===== src/rtl/rgb_tile_order.sv =====
// rgb_tile_order
//
// Sequential nearest-colour classifier. Captures N_TILES averaged tile colours
// and matches each one against an N_TILES-entry palette by minimum Manhattan
// RGB distance. One palette compare is done per clock. The result is the
// matched palette index of every tile, plus a miss flag and a duplicate flag.
//
// Optional feature macro: RGB_TILE_DUP_CHECK_EN
//   defined   : a CHECK pass of N_TILES cycles builds a seen-vector and drives o_dup
//   undefined : the FSM goes SCAN -> DONE and o_dup is tied low
//
// Parameters
//   N_TILES  tiles per frame and palette depth (>= 2)
//   CH_W     bits per colour channel
//   IDX_W    index width, derived from N_TILES (leave at default)
//   TOL      largest accepted best-match distance
//
// Ports
//   i_clk       rising-edge clock
//   i_rst       asynchronous active-high reset (also restores the default palette)
//   i_start     frame request, sampled only in IDLE
//   i_blocks    tile t colour at [t*3*CH_W +: 3*CH_W], packed {R,G,B}
//   i_pal_we    palette write strobe, honoured only in IDLE
//   i_pal_addr  palette entry to write
//   i_pal_data  palette colour {R,G,B}
//   o_busy      high while scanning/checking
//   o_done      one-cycle pulse when the result outputs update
//   o_order     matched index of tile t at [t*IDX_W +: IDX_W]
//   o_miss      some tile's best distance exceeded TOL
//   o_dup       two tiles matched the same index
module rgb_tile_order #(
   parameter int N_TILES = 16,
   parameter int CH_W    = 8,
   parameter int IDX_W   = $clog2(N_TILES),
   parameter int TOL     = 48
) (
   input  logic                       i_clk,
   input  logic                       i_rst,
   input  logic                       i_start,
   input  logic [N_TILES*3*CH_W-1:0]  i_blocks,
   input  logic                       i_pal_we,
   input  logic [IDX_W-1:0]           i_pal_addr,
   input  logic [3*CH_W-1:0]          i_pal_data,
   output logic                       o_busy,
   output logic                       o_done,
   output logic [N_TILES*IDX_W-1:0]   o_order,
   output logic                       o_miss,
   output logic                       o_dup
);

   localparam int PIX_W  = 3 * CH_W;
   localparam int DIST_W = CH_W + 2;
   localparam logic [IDX_W-1:0]  LAST  = IDX_W'(N_TILES - 1);
   localparam logic [DIST_W-1:0] TOL_D = DIST_W'(TOL);

   typedef enum logic [1:0] {
      S_IDLE  = 2'd0,
      S_SCAN  = 2'd1,
      S_CHECK = 2'd2,
      S_DONE  = 2'd3
   } state_t;

   // Palette reset component: code 0 -> 00, 1 -> half scale minus one, 2 -> full scale
   function automatic logic [CH_W-1:0] comp_of(input logic [1:0] code);
      logic [CH_W-1:0] v;
      case (code)
         2'd0:    v = '0;
         2'd1:    v = {1'b0, {(CH_W-1){1'b1}}};
         default: v = '1;
      endcase
      return v;
   endfunction

   function automatic logic [PIX_W-1:0] pal_default(input int idx);
      logic [5:0] c;
      logic       valid;
      valid = 1'b1;
      case (idx)
         0:       c = 6'b10_01_10;
         1:       c = 6'b10_10_10;
         2:       c = 6'b10_10_00;
         3:       c = 6'b10_01_00;
         4:       c = 6'b10_00_01;
         5:       c = 6'b10_00_00;
         6:       c = 6'b01_10_01;
         7:       c = 6'b01_01_00;
         8:       c = 6'b01_00_10;
         9:       c = 6'b01_00_00;
         10:      c = 6'b00_10_10;
         11:      c = 6'b00_10_00;
         12:      c = 6'b00_01_10;
         13:      c = 6'b00_01_00;
         14:      c = 6'b00_00_01;
         15:      c = 6'b00_00_00;
         default: begin
            c     = 6'b00_00_00;
            valid = 1'b0;
         end
      endcase
      if (!valid) return '0;
      return {comp_of(c[5:4]), comp_of(c[3:2]), comp_of(c[1:0])};
   endfunction

   function automatic logic [CH_W-1:0] abs_diff(input logic [CH_W-1:0] a,
                                                 input logic [CH_W-1:0] b);
      return (a > b) ? (a - b) : (b - a);
   endfunction

   // Sum of three CH_W-bit magnitudes always fits in CH_W+2 bits
   function automatic logic [DIST_W-1:0] manhattan(input logic [PIX_W-1:0] a,
                                                   input logic [PIX_W-1:0] b);
      logic [DIST_W-1:0] dr, dg, db;
      dr = DIST_W'(abs_diff(a[3*CH_W-1:2*CH_W], b[3*CH_W-1:2*CH_W]));
      dg = DIST_W'(abs_diff(a[2*CH_W-1:CH_W],   b[2*CH_W-1:CH_W]));
      db = DIST_W'(abs_diff(a[CH_W-1:0],        b[CH_W-1:0]));
      return dr + dg + db;
   endfunction

   // Control state
   state_t                     state_q, state_d;
   logic [IDX_W-1:0]           t_q, t_d;
   logic [IDX_W-1:0]           p_q, p_d;
   logic                       done_q, done_d;
   logic [N_TILES*IDX_W-1:0]   order_q, order_d;
   logic                       miss_q, miss_d;

   // Datapath state
   logic [N_TILES*PIX_W-1:0]   blocks_q, blocks_d;
   logic [DIST_W-1:0]          best_q, best_d;
   logic [IDX_W-1:0]           best_idx_q, best_idx_d;
   logic [N_TILES*IDX_W-1:0]   order_sh_q, order_sh_d;
   logic                       miss_sh_q, miss_sh_d;

   logic [PIX_W-1:0]           pal_q [N_TILES];
   logic                       pal_wr;

   logic [PIX_W-1:0]           cur_pix;
   logic [DIST_W-1:0]          cur_dist;
   logic                       better;
   logic [DIST_W-1:0]          fin_dist;
   logic [IDX_W-1:0]           fin_idx;

`ifdef RGB_TILE_DUP_CHECK_EN
   logic                       dup_q, dup_d;
   logic                       dup_sh_q, dup_sh_d;
   logic [N_TILES-1:0]         seen_q, seen_d;
   logic [IDX_W-1:0]           chk_idx;
`endif

   // Palette: writes only while idle, so an accepted start sees a same-edge write
   assign pal_wr = (state_q == S_IDLE) && i_pal_we;

   for (genvar g = 0; g < N_TILES; g++) begin : g_pal
      always_ff @(posedge i_clk or posedge i_rst) begin
         if (i_rst) begin
            pal_q[g] <= pal_default(g);
         end else if (pal_wr && (i_pal_addr == IDX_W'(g))) begin
            pal_q[g] <= i_pal_data;
         end
      end
   end

   // Compare of the current tile against the current palette entry
   assign cur_pix  = blocks_q[t_q*PIX_W +: PIX_W];
   assign cur_dist = manhattan(cur_pix, pal_q[p_q]);
   // Strict less-than: on a tie the earlier (lower) palette index is kept
   assign better   = (cur_dist < best_q);
   assign fin_dist = better ? cur_dist : best_q;
   assign fin_idx  = better ? p_q : best_idx_q;

`ifdef RGB_TILE_DUP_CHECK_EN
   assign chk_idx = order_sh_q[t_q*IDX_W +: IDX_W];
`endif

   always_comb begin
      state_d    = state_q;
      t_d        = t_q;
      p_d        = p_q;
      done_d     = 1'b0;
      order_d    = order_q;
      miss_d     = miss_q;
      blocks_d   = blocks_q;
      best_d     = best_q;
      best_idx_d = best_idx_q;
      order_sh_d = order_sh_q;
      miss_sh_d  = miss_sh_q;
`ifdef RGB_TILE_DUP_CHECK_EN
      dup_d      = dup_q;
      dup_sh_d   = dup_sh_q;
      seen_d     = seen_q;
`endif

      case (state_q)
         S_IDLE: begin
            if (i_start) begin
               blocks_d   = i_blocks;
               t_d        = '0;
               p_d        = '0;
               best_d     = '1;
               best_idx_d = '0;
               miss_sh_d  = 1'b0;
`ifdef RGB_TILE_DUP_CHECK_EN
               dup_sh_d   = 1'b0;
               seen_d     = '0;
`endif
               state_d    = S_SCAN;
            end
         end

         S_SCAN: begin
            if (p_q == LAST) begin
               // Last palette entry for this tile: retire the tile's best match
               order_sh_d[t_q*IDX_W +: IDX_W] = fin_idx;
               if (fin_dist > TOL_D) miss_sh_d = 1'b1;
               best_d     = '1;
               best_idx_d = '0;
               p_d        = '0;
               if (t_q == LAST) begin
                  t_d = '0;
`ifdef RGB_TILE_DUP_CHECK_EN
                  state_d = S_CHECK;
`else
                  state_d = S_DONE;
`endif
               end else begin
                  t_d = t_q + 1'b1;
               end
            end else begin
               best_d     = fin_dist;
               best_idx_d = fin_idx;
               p_d        = p_q + 1'b1;
            end
         end

`ifdef RGB_TILE_DUP_CHECK_EN
         S_CHECK: begin
            // t_q doubles as the check step k
            if (seen_q[chk_idx]) dup_sh_d = 1'b1;
            seen_d[chk_idx] = 1'b1;
            if (t_q == LAST) begin
               t_d     = '0;
               state_d = S_DONE;
            end else begin
               t_d = t_q + 1'b1;
            end
         end
`endif

         S_DONE: begin
            state_d = S_IDLE;
         end

         default: begin
            state_d = S_IDLE;
         end
      endcase

      // Results are published on the edge that enters DONE so they appear with o_done
      if (state_d == S_DONE) begin
         done_d  = 1'b1;
         order_d = order_sh_d;
         miss_d  = miss_sh_d;
`ifdef RGB_TILE_DUP_CHECK_EN
         dup_d   = dup_sh_d;
`endif
      end
   end

   always_ff @(posedge i_clk or posedge i_rst) begin
      if (i_rst) begin
         state_q <= S_IDLE;
         t_q     <= '0;
         p_q     <= '0;
         done_q  <= 1'b0;
         order_q <= '0;
         miss_q  <= 1'b0;
`ifdef RGB_TILE_DUP_CHECK_EN
         dup_q   <= 1'b0;
`endif
      end else begin
         state_q <= state_d;
         t_q     <= t_d;
         p_q     <= p_d;
         done_q  <= done_d;
         order_q <= order_d;
         miss_q  <= miss_d;
`ifdef RGB_TILE_DUP_CHECK_EN
         dup_q   <= dup_d;
`endif
      end
   end

   // Working registers are (re)initialised on every accepted start
   always_ff @(posedge i_clk) begin
      blocks_q   <= blocks_d;
      best_q     <= best_d;
      best_idx_q <= best_idx_d;
      order_sh_q <= order_sh_d;
      miss_sh_q  <= miss_sh_d;
`ifdef RGB_TILE_DUP_CHECK_EN
      dup_sh_q   <= dup_sh_d;
      seen_q     <= seen_d;
`endif
   end

   // DONE is a publish cycle, so busy covers only SCAN and CHECK
   assign o_busy  = (state_q == S_SCAN) || (state_q == S_CHECK);
   assign o_done  = done_q;
   assign o_order = order_q;
   assign o_miss  = miss_q;
`ifdef RGB_TILE_DUP_CHECK_EN
   assign o_dup   = dup_q;
`else
   assign o_dup   = 1'b0;
`endif

endmodule


===== config.mk =====
export PLATFORM = sky130hd
export DESIGN_NAME = rgb_tile_order
export DESIGN_NICKNAME = d
export VERILOG_FILES = /design/src/rtl/rgb_tile_order.sv
export SDC_FILE = /design/constraint.sdc
export NUM_CORES = 1
export LEC_CHECK = 0
export BUFFER_PORTS_ARGS = -buffer_cell sky130_fd_sc_hd__buf_2
export CELL_PAD_IN_SITES_DETAIL_PLACEMENT = 1
export CELL_PAD_IN_SITES_GLOBAL_PLACEMENT = 1
export CORE_MARGIN = 5
export CORE_UTILIZATION = 35
export CTS_BUF_LIST = sky130_fd_sc_hd__clkbuf_4
export CTS_CLUSTER_SIZE = 25
export DETAILED_ROUTE_END_ITERATION = 8
export GPL_ROUTABILITY_DRIVEN = 0
export HOLD_SLACK_MARGIN = 0.03
export PLACE_DENSITY_LB_ADDON = 0.12
export SETUP_SLACK_MARGIN = 0.1
export SYNTH_ARGS = -nofsm -noshare
export SYNTH_HDL_FRONTEND = slang
export SYNTH_SLANG_ARGS = --single-unit

===== constraint.sdc =====
create_clock -name i_clk -period 38.7 [get_ports i_clk]
set_input_delay 3.87 -clock i_clk [delete_from_list [all_inputs] [get_ports i_clk]]
set_output_delay 3.87 -clock i_clk [all_outputs]
set_load 0.01 [all_outputs]

Yosys cells after proc, flatten, opt, wreduce, memory -nomap -nowiden
Index checks and enable logic that the tools add are counted.

Bits in registers: 923.

$add $sub $neg: 11. Multiply operators: 1. Order comparisons: 6. Equality and inequality tests: 22. Shift-type cells: 3. Multiplexer cells: 31. Bitwise operators: 1. Reduce and logical (&&, ||, !) cells: 24.

Operator list (number): variable part select 384 x 10 -> 24 bit (1); 2-to-1 mux 64 bit (2); binary-select mux 24 bit (select 4 bit) (1); bitwise mux 64 bit (1); variable shift 4 x 34 -> 64 bit, first input constant (1); variable part select 4 x 34 -> 64 bit (1); 2-to-1 mux 24 bit (2); subtractor 8 bit (6); equality test 4 bit, second input constant (10); negator 6 -> 34 bit (1); 2-to-1 mux 10 bit (3); greater-than comparator 8 bit (3); 2-to-1 mux 4 bit (6); 2-to-1 mux 8 bit (3); case mux 4 bit (2 select lines) (3); case mux 10 bit (2 select lines) (1); logical AND 1 bit (17); equality test 4 x 3 -> 1 bit, second input constant (4); adder 9 x 8 -> 10 bit (1); greater-than comparator 10 x 6 -> 1 bit, second input constant (1); < comparator 10 bit (1); adder 8 x 8 -> 9 bit (1); adder 4 x 1 -> 4 bit, second input constant (2); equality test 4 x 2 -> 1 bit, second input constant (2); other kinds (17) (25).

Longest topological paths before layout
Word-level depth: 14. Depth in mapped cells: 34. Mapped depth without buffers: 29.

Worst setup path before layout
Ideal clock, no wire load.

Path kind: input to register. Start point: input i_start. End point: register blocks_q[0], enable pin. Setup time: 734 ps. Data arrival time: 11354 ps. Data required time: 37966 ps. Setup slack: 26612 ps. Stages on the path: 2. Cells stage by stage: nand2_1 -> inv_1.

Longest elaborated chain between the ends: 1.

RTL lines: from (decl) (line 39) `input logic i_start,`; AND reduction 2 bit (no source line); to (signal assigned) (line 295) `blocks_q <= blocks_d;`; to (decl) (line 128) `logic [N_TILES*PIX_W-1:0] blocks_q, blocks_d;`.

No other way between the ends. A chain may end at the register's enable or synchronous reset.

Worst setup path after layout
Start point: register t_q[1]. End point: register order_q[10] (netlist: o_order[10]).

Longest elaborated chain between the ends: 12.

RTL lines: from (decl) (line 121) `logic [IDX_W-1:0] t_q, t_d;`; from (signal assigned) (line 282) `t_q <= t_d;`; multiplier 4 x 2 -> 6 bit (line 164) `assign cur_pix = blocks_q[t_q*PIX_W +: PIX_W];`; variable part select 384 x 10 -> 24 bit (line 164); subtractor 8 bit or greater-than comparator 8 bit (tied branches) (line 106) `return (a > b) ? (a - b) : (b - a);`; 2-to-1 mux 8 bit (line 106); adder 8 x 8 -> 9 bit (line 116) `return dr + dg + db;`; adder 9 x 8 -> 10 bit (line 116); < comparator 10 bit (line 167) `assign better = (cur_dist < best_q);`; 2-to-1 mux 4 bit (line 169) `assign fin_idx = better ? p_q : best_idx_q;`; variable part select 4 x 34 -> 64 bit (line 213) `order_sh_d[t_q*IDX_W +: IDX_W] = fin_idx;`; bitwise mux 64 bit (*) (line 213); 2-to-1 mux 64 bit (*) (line 211) `if (p_q == LAST) begin`; 2-to-1 mux 64 bit (*) (line 193) `case (state_q)`; net order_sh_d[10] (line 131) `logic [N_TILES*IDX_W-1:0] order_sh_q, order_sh_d;`; to (signal assigned) (line 285) `order_q <= order_d;`; to (decl) (line 124) `logic [N_TILES*IDX_W-1:0] order_q, order_d;`.

The timed path passes the listed nets; every way through them passes the cells marked *.

==> impl_metrics.py <==
metrics = {
    "cells_and_area": {
        "finalNetCount": 3633,
        "layout-area-overhead-vs-synth_pct": 19.0,
        "fillerInstances": 11600,
        "drive_gt1_frac": 0.567,
    },
    "sta": {
        "finalClockSkew_ps": 101,
        "grt_setup_unrepaired": "false",
        "relSlewSlack": 0.184,
        "slew_violations": 0,
        "fmax_mhz": 104,
        "worst_pin_slew_ps": 1220,
        "hold_viol_final": 0,
        "fin_setup_tns_ps": 0,
        "finalSetupViolCount": 0,
        "finalCritPeriodShare": 0.249,
        "min_period_ps": 9620,
    },
    "synth": {
        "netlist_top_cells_count": "427 x mux2_2, 398 x edfxtp_1, 248 x dfrtp_1",
        "async_reset_ff_frac": 0.498,
        "yosysWarnings": 0,
        "syn_inst": 2478,
        "synth_area_leader_cell": "edfxtp_1",
        "synth_ff_type": "edfxtp_1",
        "synthTopCellsByArea": "edfxtp_1 30%, dfrtp_1 15%, dfstp_2 14%, mux4_2 13%, mux2_2 12%",
        "synth_most_common_cell": "mux2_2",
        "netlist_area_um2": 40500,
        "ys_ff_latch": 923,
        "synth-seq-area-share": 0.618,
        "yosysTopAreaCellShare": 0.295,
        "syn_nets": 2976,
        "synth_edf_count": 398,
        "syn_avg_cell_area_um2": 16.3,
        "yosysUniqueCellTypes": 74,
    },
    "run_status": {
        "outcome": "finished clean",
    },
    "clocking": {
        "h-tree-depth": 5,
        "path_clk_slew_ps": 60,
        "root_buffer": "clkbuf_4",
        "cts_hold_buf": 0,
        "ctsLongestPathBuffers": 4,
        "cts_tree": "yes",
        "cts.sinks": 923,
        "post_cts_resized": 0,
        "cts-buffers-inserted": 280,
        "clk_latency_ps": 1130,
        "postCtsSetupRepairBufs": 0,
    },
    "critical_path": {
        "reg2reg_depth": 31,
        "setup.worst_path.end_class": "register",
        "critPathMaxStageDelay_ps": 960,
        "critPathArrivalTime_ps": 10600,
        "cp_slowest_cell": "dfrtp_4",
        "path_common_cell": "a21oi_1",
        "criticalPathCategory": "reg -> reg",
        "crit_fanout": 51,
        "worst_ep_required_time_ps": 39670,
        "start_kind": "register",
    },
    "routing": {
        "vias": 24800,
        "drt_iter0_drc": 1364,
        "routed_wl_mm": 125,
        "drcViolationCount": 0,
        "wl_per_cell_um": 25.7,
        "ant_nets": 0,
        "dr.pass1.iters": 5,
        "vias_per_cell": 5.10,
    },
    "die": {
        "die_x_um": 350,
        "boundaryPins": 484,
        "die_y_um": 350,
        "initial_core_util": 0.353,
        "die_area_um2": 123000,
        "rows": 124,
        "core_um2": 115000,
    },
    "placement": {
        "portBuffers": 482,
        "place_hpwl_mm": 85.4,
    },
    "worst_hold_path": {
        "holdPathStages": 2,
        "hold_path.class": "reg -> reg",
    },
    "global_routing": {
        "track_usage": 0.204,
        "grt_start_max_net_pins": 172,
        "grt_overflow": 0,
        "antenna_found_initial": 78,
        "grt_pass1_wl_mm": 184,
        "grt_pass1_vias": 27800,
    },
    "job": {
        "max_cap_violations": 0,
    },
}
==> flip-flops by register name, indices dropped and copies added (netlist names), 2 cells and up <==
signal      cells
blocks_q      384
pal_q         384
o_order        64
order_sh_q     64
best_q         10
best_idx_q      4
p_q             4
t_q             4
state_q         2
==> critical path: cells and delay by family (launching register included) <==
kind	cells	cell delay, ps
AO/OA/AOI/OAI	13	2610
XOR/XNOR	1	120
adder cells (fa/ha/maj)	5	1720
buffers and inverters	5	1330
flip-flops	1	960
multiplexers	5	2240
AND/OR/NAND/NOR	2	430
==> area by class of cell <==
class / instances / area (um2) / area share
Antenna cell: 30 / 75.1 / 0.00156
Clock buffer: 427 / 3210 / 0.0665
Clock inverter: 43 / 270 / 0.00561
Inverter: 106 / 413 / 0.00857
Multi-Input combinational cell: 1306 / 14600 / 0.303
Sequential cell: 923 / 25000 / 0.520
Tap cell: 1512 / 1890 / 0.0393
Timing Repair Buffer: 518 / 2700 / 0.0560
==> stage by stage <==
stage | utilization | hold WS (ps) | worst slack, ps | cells | area [um2]
floorplan | - | 423 | 22360 | 2478 | 40500
global placement | 0.389 | 432 | 29320 | 4365 | 44600
detailed placement | 0.389 | 450 | 29050 | 4365 | 44600
CTS | 0.419 | 465 | 29090 | 4835 | 48100
global route | 0.420 | 482 | 28670 | 4856 | 48100
finish | 0.420 | 462 | 29080 | 4865 | 48200
==> kinds of logic (layout without fill, tap and decap cells) <==
family / count (synthesis) / after routing / share of synthesized area
and+or+nand+nor: 322 / 322 / 0.0355
DFF: 923 / 923 / 0.618
adders and majority gates: 82 / 82 / 0.0281
muxes: 687 / 687 / 0.258
xor gates and xnor gates: 20 / 20 / 0.00433
other: 1 / 31 / 0.0000926
AOI/OAI and AO/OA: 194 / 194 / 0.0315
buffers and inverters: 249 / 1094 / 0.0242
==> cell usage in the layout (no fill, tap or decap), types with 89 or more instances in the layout <==
| cell type | instances |
|---|---|
| clkbuf_4 | 427 |
| nor2_1 | 117 |
| dfrtp_1 | 242 |
| nand2_1 | 89 |
| mux2_2 | 427 |
| inv_1 | 102 |
| edfxtp_1 | 398 |
| mux4_2 | 240 |
| buf_2 | 482 |
| dfstp_2 | 212 |
==> layer usage <==
metal / GRT usage / vias up / wire length (um)
met4: 0.0687 / 16 / 3590
met1: 0.241 / 12900 / 49300
met5: 0 / - / 100
li1: - / 10900 / -
met3: 0.0431 / 291 / 5830
met2: 0.369 / 735 / 66200
==> path summary, 6_finish.rpt <==
kind / startpoint / end / slack [ps]
setup / recovery: t_q[1] / o_order[10] / 29080
hold / removal: order_sh_q[3] / order_sh_q[3] / 460
setup reg to reg: t_q[1] / o_order[10] / 29080
hold reg to reg: order_sh_q[3] / order_sh_q[3] / 460
max in group asynchronous: i_rst / pal_q[33] / 32410
min in group asynchronous: i_rst / pal_q[151] / 3010
Power is not shown: default switching activity piles up to over one toggle a cycle in this logic, so the estimate is an artifact.
